--- src/rtl/mem_stream_loader_if.sv ---
// Stream-in / memory-write bundle for mem_stream_loader.
// The slave side is the loader itself; the master side is whoever drives
// the byte stream and owns the target memory.
interface mem_stream_loader_if #(
  parameter int WIDTH = 8,
  parameter int DEPTH = 256
);
  localparam int AW = (DEPTH > 1) ? $clog2(DEPTH) : 1;
  localparam int CW = $clog2(DEPTH + 1);

  logic          start;
  logic [7:0]    in_data;
  logic          in_valid;
  logic          in_ready;
  logic          we;
  logic [AW-1:0] waddr;
  logic [WIDTH-1:0] wdata;
  logic          done;
  logic [CW-1:0] word_count;

  modport master (
    output start, in_data, in_valid,
    input  in_ready, we, waddr, wdata, done, word_count
  );

  modport slave (
    input  start, in_data, in_valid,
    output in_ready, we, waddr, wdata, done, word_count
  );
endinterface

--- src/rtl/mem_stream_loader.sv ---
// Packs an incoming byte stream into WIDTH-bit words and writes them to
// addresses 0..DEPTH-1 of a target memory, one write cycle per word.
module mem_stream_loader #(
  parameter int WIDTH         = 8,
  parameter int DEPTH         = 256,
  parameter int LITTLE_ENDIAN = 1
) (
  input logic clk,
  input logic rst,
  mem_stream_loader_if.slave bus
);
  localparam int BYTES = WIDTH / 8;
  localparam int AW    = (DEPTH > 1) ? $clog2(DEPTH) : 1;
  localparam int CW    = $clog2(DEPTH + 1);
  localparam int IW    = (BYTES > 1) ? $clog2(BYTES) : 1;

  typedef enum logic [1:0] {
    IDLE  = 2'd0,
    LOAD  = 2'd1,
    WRITE = 2'd2,
    DONE  = 2'd3
  } state_t;

  generate
    if ((WIDTH % 8) != 0 || WIDTH < 8) begin : g_width_check
      $error("mem_stream_loader: WIDTH must be a non-zero multiple of 8");
    end
  endgenerate

  state_t          state;
  state_t          state_next;
  logic [AW-1:0]   addr;
  logic [IW-1:0]   byte_idx;
  logic [IW-1:0]   byte_pos;
  logic [CW-1:0]   words;
  logic [WIDTH-1:0] assembly;
  logic            transfer;
  logic            last_byte;
  logic            last_addr;

  assign transfer  = bus.in_valid && (state == LOAD);
  assign last_byte = (byte_idx == IW'(BYTES - 1));
  assign last_addr = (addr == AW'(DEPTH - 1));

  assign bus.in_ready   = (state == LOAD);
  assign bus.we         = (state == WRITE);
  assign bus.done       = (state == DONE);
  assign bus.waddr      = addr;
  assign bus.wdata      = assembly;
  assign bus.word_count = words;

  // Byte lane inside the word for the current byte, honouring endianness.
  always_comb begin
    byte_pos = byte_idx;
    if (LITTLE_ENDIAN == 0) begin
      byte_pos = IW'(BYTES - 1) - byte_idx;
    end
  end

  // State register.
  always_ff @(posedge clk or posedge rst) begin
    if (rst) begin
      state <= IDLE;
    end else begin
      state <= state_next;
    end
  end

  // Next-state decode; start always (re)enters LOAD, even mid-word or mid-write.
  always_comb begin
    state_next = state;
    case (state)
      IDLE:    if (bus.start) state_next = LOAD;
      LOAD:    if (!bus.start && transfer && last_byte) state_next = WRITE;
      WRITE:   begin
        if (bus.start)      state_next = LOAD;
        else if (last_addr) state_next = DONE;
        else                state_next = LOAD;
      end
      DONE:    if (bus.start) state_next = LOAD;
      default: state_next = IDLE;
    endcase
  end

  // Address, byte index, word counter and word assembly; start beats a same-edge byte.
  always_ff @(posedge clk or posedge rst) begin
    if (rst) begin
      addr     <= '0;
      byte_idx <= '0;
      words    <= '0;
      assembly <= '0;
    end else if (bus.start) begin
      addr     <= '0;
      byte_idx <= '0;
      words    <= '0;
    end else begin
      case (state)
        LOAD: begin
          if (transfer) begin
            assembly[{byte_pos, 3'b000} +: 8] <= bus.in_data;
            if (!last_byte) begin
              byte_idx <= byte_idx + IW'(1);
            end
          end
        end
        WRITE: begin
          words    <= words + CW'(1);
          byte_idx <= '0;
          if (!last_addr) begin
            addr <= addr + AW'(1);
          end
        end
        default: begin
        end
      endcase
    end
  end
endmodule
--- src/flat_wrapper.sv ---
// flat-port wrapper written by rule: the top's interface ports become plain ports
module mem_stream_loader_flat 
#(
  parameter int WIDTH         = 8,
  parameter int DEPTH         = 256,
  parameter int LITTLE_ENDIAN = 1
)
  (clk, rst, bus_start, bus_in_data, bus_in_valid, bus_in_ready, bus_we, bus_waddr, bus_wdata, bus_done, bus_word_count);
  mem_stream_loader_if #(.WIDTH(WIDTH), .DEPTH(DEPTH)) bus_i ();
  input logic clk;
  input logic rst;
  input wire logic [$bits(bus_i.start)-1:0] bus_start;
  input wire logic [$bits(bus_i.in_data)-1:0] bus_in_data;
  input wire logic [$bits(bus_i.in_valid)-1:0] bus_in_valid;
  output wire logic [$bits(bus_i.in_ready)-1:0] bus_in_ready;
  output wire logic [$bits(bus_i.we)-1:0] bus_we;
  output wire logic [$bits(bus_i.waddr)-1:0] bus_waddr;
  output wire logic [$bits(bus_i.wdata)-1:0] bus_wdata;
  output wire logic [$bits(bus_i.done)-1:0] bus_done;
  output wire logic [$bits(bus_i.word_count)-1:0] bus_word_count;
  assign bus_i.start = bus_start;
  assign bus_i.in_data = bus_in_data;
  assign bus_i.in_valid = bus_in_valid;
  assign bus_in_ready = bus_i.in_ready;
  assign bus_we = bus_i.we;
  assign bus_waddr = bus_i.waddr;
  assign bus_wdata = bus_i.wdata;
  assign bus_done = bus_i.done;
  assign bus_word_count = bus_i.word_count;
  mem_stream_loader #(.WIDTH(WIDTH), .DEPTH(DEPTH), .LITTLE_ENDIAN(LITTLE_ENDIAN)) u_core (.clk(clk), .rst(rst), .bus(bus_i));
endmodule
--- config.mk ---
export PLATFORM = sky130hd
export DESIGN_NAME = mem_stream_loader_flat
export DESIGN_NICKNAME = d
export VERILOG_FILES = /design/src/rtl/mem_stream_loader_if.sv /design/src/rtl/mem_stream_loader.sv /design/src/flat_wrapper.sv
export SDC_FILE = /design/constraint.sdc
export NUM_CORES = 1
export LEC_CHECK = 0
export ABC_AREA = 1
export BUFFER_PORTS_ARGS = -buffer_cell sky130_fd_sc_hd__buf_2
export CAP_MARGIN = 20
export CORE_MARGIN = 3
export CORE_UTILIZATION = 55
export DETAILED_ROUTE_END_ITERATION = 8
export GPL_TIMING_DRIVEN = 0
export PLACE_DENSITY = 0.8
export RECOVER_POWER = 100
export SETUP_SLACK_MARGIN = 0.5
export SLEW_MARGIN = 10
export SYNTH_ARGS = -nofsm -noshare
export SYNTH_HDL_FRONTEND = slang
export SYNTH_SLANG_ARGS = --single-unit
--- constraint.sdc ---
create_clock -name clk -period 3.6 [get_ports clk]
set_clock_uncertainty 0.05 [all_clocks]
set_input_delay 0.54 -clock clk [delete_from_list [all_inputs] [get_ports clk]]
set_output_delay 0.54 -clock clk [all_outputs]
set_load 0.1 [all_outputs]
Yosys cells after proc, flatten, opt, wreduce, memory -nomap -nowiden
Cells that the tools add are included.
- add/sub/neg operators: 4
- eq/ne operators: 8
- shift operators: 2
- muxes and demuxes: 15
- bitwise operators: 2
- reduce and logical (&&, ||, !) cells: 12
- operator list (operator ; count):
    8-bit 2-to-1 mux ; 3
    9-bit 2-to-1 mux ; 2
    9-bit by 1-bit adder with 9-bit output (second input constant) ; 1
    8-bit by 1-bit adder with 8-bit output (second input constant) ; 1
    8-bit bitwise mux ; 1
    8-bit == test (second input constant) ; 1
    2-bit 2-to-1 mux ; 4
    8-bit by 6-bit variable shift with 8-bit output (first input constant) ; 1
    8-bit by 6-bit indexed part select with 8-bit output ; 1
    4-bit negation with 6-bit output ; 1
    2-bit case mux with 3 select lines ; 1
    2-bit AND reduction ; 3
    2-bit == test (second input constant) ; 2
    2-bit by 1-bit != test with 1-bit output (second input constant) ; 2
    1-bit logical AND ; 3
    1-bit 2-to-1 mux ; 3
    3-bit by 2-bit != test with 1-bit output (second input constant) ; 1
    3-bit AND reduction ; 1
    3-bit nonzero test ; 1
    2-bit by 1-bit == test with 1-bit output (second input constant) ; 1
    2-bit zero test ; 1
    2-bit != test (second input constant) ; 1
    1-bit inverter ; 2
    1-bit case mux with 2 select lines ; 1
    other kinds (4) ; 4
- flip-flop bits (word level): 28
- input port bits: 12
- output and inout bits: 28

Depth between registers and ports, before layout
- depth after elaboration: 6
- depth in mapped cells: 9

Worst setup path after synthesis
No wires, ideal clock.
- kind: reg-to-reg
- from: register u_core.state[0]
- to: register u_core.words[6], in the netlist u_core.bus.word_count[6]
- setup time: 74 ps
- arrival time: 2131 ps
- data required time: 3476 ps
- slack: 1345 ps
- cell stages (with the launch flop): 10
- path buffers: 1
- clock period less this slack: 2255 ps
- cell sequence: dfrtp_1 -> inv_1 -> ha_1 -> buf_4 -> nand2_1 -> nor2_1 -> nand2_1 -> nor2_1 -> o21ai_0 -> nor2_1
- longest elaborated chain between the ends: 2
- RTL lines (item ; RTL line ; RTL):
    from (decl) ; mem_stream_loader.sv:30 ; state_t state;
    from (signal assigned) ; mem_stream_loader.sv:65 ; state <= state_next;
    2-bit == test ; - ;
    via bus_we ; flat_wrapper.sv:16 ; output wire logic [$bits(bus_i.we)-1:0] bus_we;
    2-bit nonzero test (no source line) ; - ;
    to (signal assigned) ; mem_stream_loader.sv:107 ; words <= words + CW'(1);
    to (decl) ; mem_stream_loader.sv:35 ; logic [CW-1:0] words;
The timed path passes the listed nets, and every way through them passes these cells.
A chain may end at the register's enable or synchronous reset.

Worst setup path after layout
- from: register u_core.state[1]
- to: output port bus_in_ready
- longest elaborated chain between the ends: 1
- RTL lines (item ; RTL line ; RTL):
    2-bit by 1-bit == test with 1-bit output ; mem_stream_loader.sv:45 ; assign bus.in_ready = (state == LOAD);
    to (decl) ; flat_wrapper.sv:15 ; output wire logic [$bits(bus_i.in_ready)-1:0] bus_in_ready;
No other way between the ends.

==> impl_metrics.csv <==
group,metric,value,unit
run_status,outcome,"complete, no violations",
clock_network,clock_latency,0.33,ns
yosys,yosys_warnings,0,
yosys,yosysSeqAreaShare,0.4627,
yosys,synth_top_area_frac,0.4627,
detailed_routing,routedWlPerCell,13.20,µm
power,internal-power,549.2,µW
timing,setup_viol_count_final,0,
die,std_cell_rows,18,
timing,tightest_slew,1.180,ns
yosys,syn_avg_cell_area,8.691,µm²
setup_path,reg2regPathDepth,8,
finish,nFillCells,234,
detailed_routing,drt_iter0_drc,69,
power,ir_worst_vdd,0.9003,mV
finish,most-common-layout-cells,"43 x nand2_1, 32 x clkbuf_1, 27 x dfrtp_1",
grt,grt_max_degree,28,
setup_path,critical_path_class,"flip-flop to output port",
yosys,syn-cell-area,1460,µm²
grt,antenna_found_initial,0,
power,p_comb_frac,0.611,
yosys,ys_types,27,
detailed_routing,routed_wl,3.195,mm
finish,antennaDiodeCount,0,
placement,dpl_cell_area,1693,µm²
setup_path,end_kind,"output port",
grt,grt.busiest_layer,"met2",
setup_path,path_cells,"inv_1 -> ha_1 -> clkbuf_1",
yosys,syn_nets,186,
setup_path,critical_path.endpoint,"bus_in_ready",
timing,max_slew_margin,0.2167,
placement,dp.final_hpwl,2.423,mm
yosys,yosysTopAreaCell,"dfrtp_1",
timing,min_period_over_period,0.6956,
yosys,synth-seq-cells,27,
yosys,synth_top_cells_by_area,"dfrtp_1 46%, nand2_1 11%, mux2_1 5.4%, ha_1 5.1%, nand3_1 4.8%",
timing,finalHoldViolations,0,
detailed_routing,vias_per_cell,5.227,
die,die-area,3309,µm²
grt,use_met2,0.3790,
grt,grt_pass1_vias,1351,
power,power_frac_seq,0.297,
placement,io_buffers,39,
finish,layout_commonest_cell,"nand2_1",
detailed_routing,ant_nets,0,
power,pwr_density_cell,907.2,nW/µm²
grt,grt-ovfl-total,0,
grt,use_met3,0.03620,
power,p_sw,933.2,µW
setup_path,slowest_delay,0.87,ns
detailed_routing,drc,0,
clock_network,cts_tree,"done",
detailed_routing,first_pass_iters,4,
power,swShare,0.6295,
placement,dp_slack,1.844,ns
yosys,synthCells,168,
power,p_total,1.482,mW
setup_path,cp.arrival,1.91,ns
clock_network,cts_sinks,27,
setup_path,crit_fanout,4,
timing,setup_slack,1.096,ns
clock_network,worst_setup_hold_path_clk_slew,0.15,ns
die,start_util,0.5841,
clock_network,clk_path_buf_depth,2,
timing,setup-tns-final,0,ns
grt,grt_pass1_wl,5.658,mm
timing,min_period,2.504,ns
clock_network,hold_buffers,0,
finish,syn_to_final_growth,11.91,%
setup_path,worst_path_max_delay_cell,"clkbuf_1",
finish,nets,231,
timing,fmaxAchievable,0.3994,GHz
timing,finalMaxSlewViolations,0,
setup_path,rr_endpoint,"u_core.bus.waddr[1]$_DFFE_PP0P_",
finish,final_area,1634,µm²
die,core_area,2500,µm²
grt,gr-usage-met1,0.2661,
clock_network,h-tree-depth,1,
timing,rsz0062_at_grt,"false",
die,die_w,57.53,µm
power,leakagePower,0.7713,nW
setup_path,start_kind,"flip-flop",
setup_path,startpoint,"u_core.state[1]$_DFFE_PP0P_",
placement,place.gp.congestion,0.8079,
clock_network,post_cts_buffers,0,
power,power_frac_clock,0.092,
finish,drive_gt1_frac,0.1179,
setup_path,ff2ff_setup_slack,1.49,ns
setup_path,r2r_start,"u_core.state[0]$_DFFE_PP0P_",
grt,grt_use_total,0.2179,
clock_network,cts_buffers,3,
job,maxCapViolCount,0,
detailed_routing,via_count,1265,
setup_path,crit_required,3.01,ns
die,num_io_pins,40,
clock_network,cts_resized,0,
worst_hold_path,hp-class,"primary input to async pin",
die,die_h,57.53,µm
timing,whs,0.1749,ns
clock_network,cts_root_buf,"clkbuf_4",
## state kept, by name (all words and copies together) (netlist names)
signal	count
u_core.bus.word_count	9
u_core.bus.waddr	8
u_core.bus.wdata	8
u_core.state	2
## layer usage
layer / vias to the layer above / wire length (µm) / share of wire
li1: 628 / - / -
met1: 606 / 1388 / 0.43
met2: 26 / 1645 / 0.51
met3: 5 / 112 / 0.035
met4: 0 / 48 / 0.015
met5: - / 0 / 0
## cells by family (layout without fill, tap and decap cells)
| logic type | Yosys count | count (layout) | share of synthesized area |
|---|---|---|---|
| AOI/OAI and AO/OA | 21 | 21 | 0.08654 |
| adders and majority gates | 6 | 6 | 0.05141 |
| buffers and inverters | 21 | 65 | 0.07369 |
| DFF | 27 | 27 | 0.4627 |
| muxes | 8 | 8 | 0.06170 |
| and+or+nand+nor | 85 | 85 | 0.2639 |
## metrics by stage
stage | utilization | instances
after floorplan | - | 168
final | 0.6537 | 242
after detailed placement | 0.6772 | 237
after global placement | 0.6772 | 237
after global routing | 0.6537 | 242
after CTS | 0.6877 | 241
## power groups by stage
| stage | sequential, mW | clock (mW) | combinational [mW] |
|---|---|---|---|
| floorplan | 0.905 | 0 | 0.363 |
| global placement | 0.437 | 0 | 0.947 |
| detailed placement | 0.444 | 0 | 0.969 |
| CTS | 0.437 | 0.139 | 0.971 |
| global route | 0.452 | 0.153 | 0.950 |
| finish | 0.441 | 0.136 | 0.906 |
## cell usage after synthesis (all sizes together)
| cell type | count |
|---|---|
| a21o | 1 |
| a21oi | 5 |
| buf | 4 |
| dfrtp | 27 |
| ha | 6 |
| inv | 17 |
| mux2 | 8 |
| nand2 | 45 |
| nand3 | 15 |
| nand4 | 2 |
| nor2 | 19 |
| nor3 | 2 |
| o21ai | 14 |
| o21bai | 1 |
| or2 | 2 |
## worst min-delay path by stage
| stage | startpoint | to | slack (ns) |
|---|---|---|---|
| 2_1_floorplan | u_core.state[0]$_DFFE_PP0P_ | u_core.state[0]$_DFFE_PP0P_ | 0.49 |
| 6_report | rst | u_core.bus.word_count[8]$_DFFE_PP0P_ | 0.17 |
| 5_1_grt | rst | u_core.bus.waddr[4]$_DFFE_PP0P_ | 0.20 |
| 3_3_place_gp | u_core.bus.wdata[0]$_DFFE_PP0P_ | u_core.bus.wdata[0]$_DFFE_PP0P_ | 0.42 |
| 3_5_place_dp | u_core.bus.wdata[0]$_DFFE_PP0P_ | u_core.bus.wdata[0]$_DFFE_PP0P_ | 0.43 |
| 4_1_cts | bus_start | u_core.bus.word_count[2]$_DFFE_PP0P_ | 0.35 |
## critical path, delay by kind of cell (launching register included)
kind                     cells  cell delay, ns
buffers and inverters        2            0.96
adder cells (fa/ha/maj)      1            0.19
flip-flops                   1            0.44
## cell type report
type                    instances  area, µm²  share of cell area
multi-input cells             120      643.1              0.3936
flip-flops and latches         27      675.6              0.4135
repair buffers                 40      163.9              0.1003
well taps                      30      37.54             0.02297
plain buffers                   4      23.77             0.01455
inverters                      17      63.81             0.03905
clock buffers                   4      26.28             0.01608
Power figures use the tool's default switching activity.
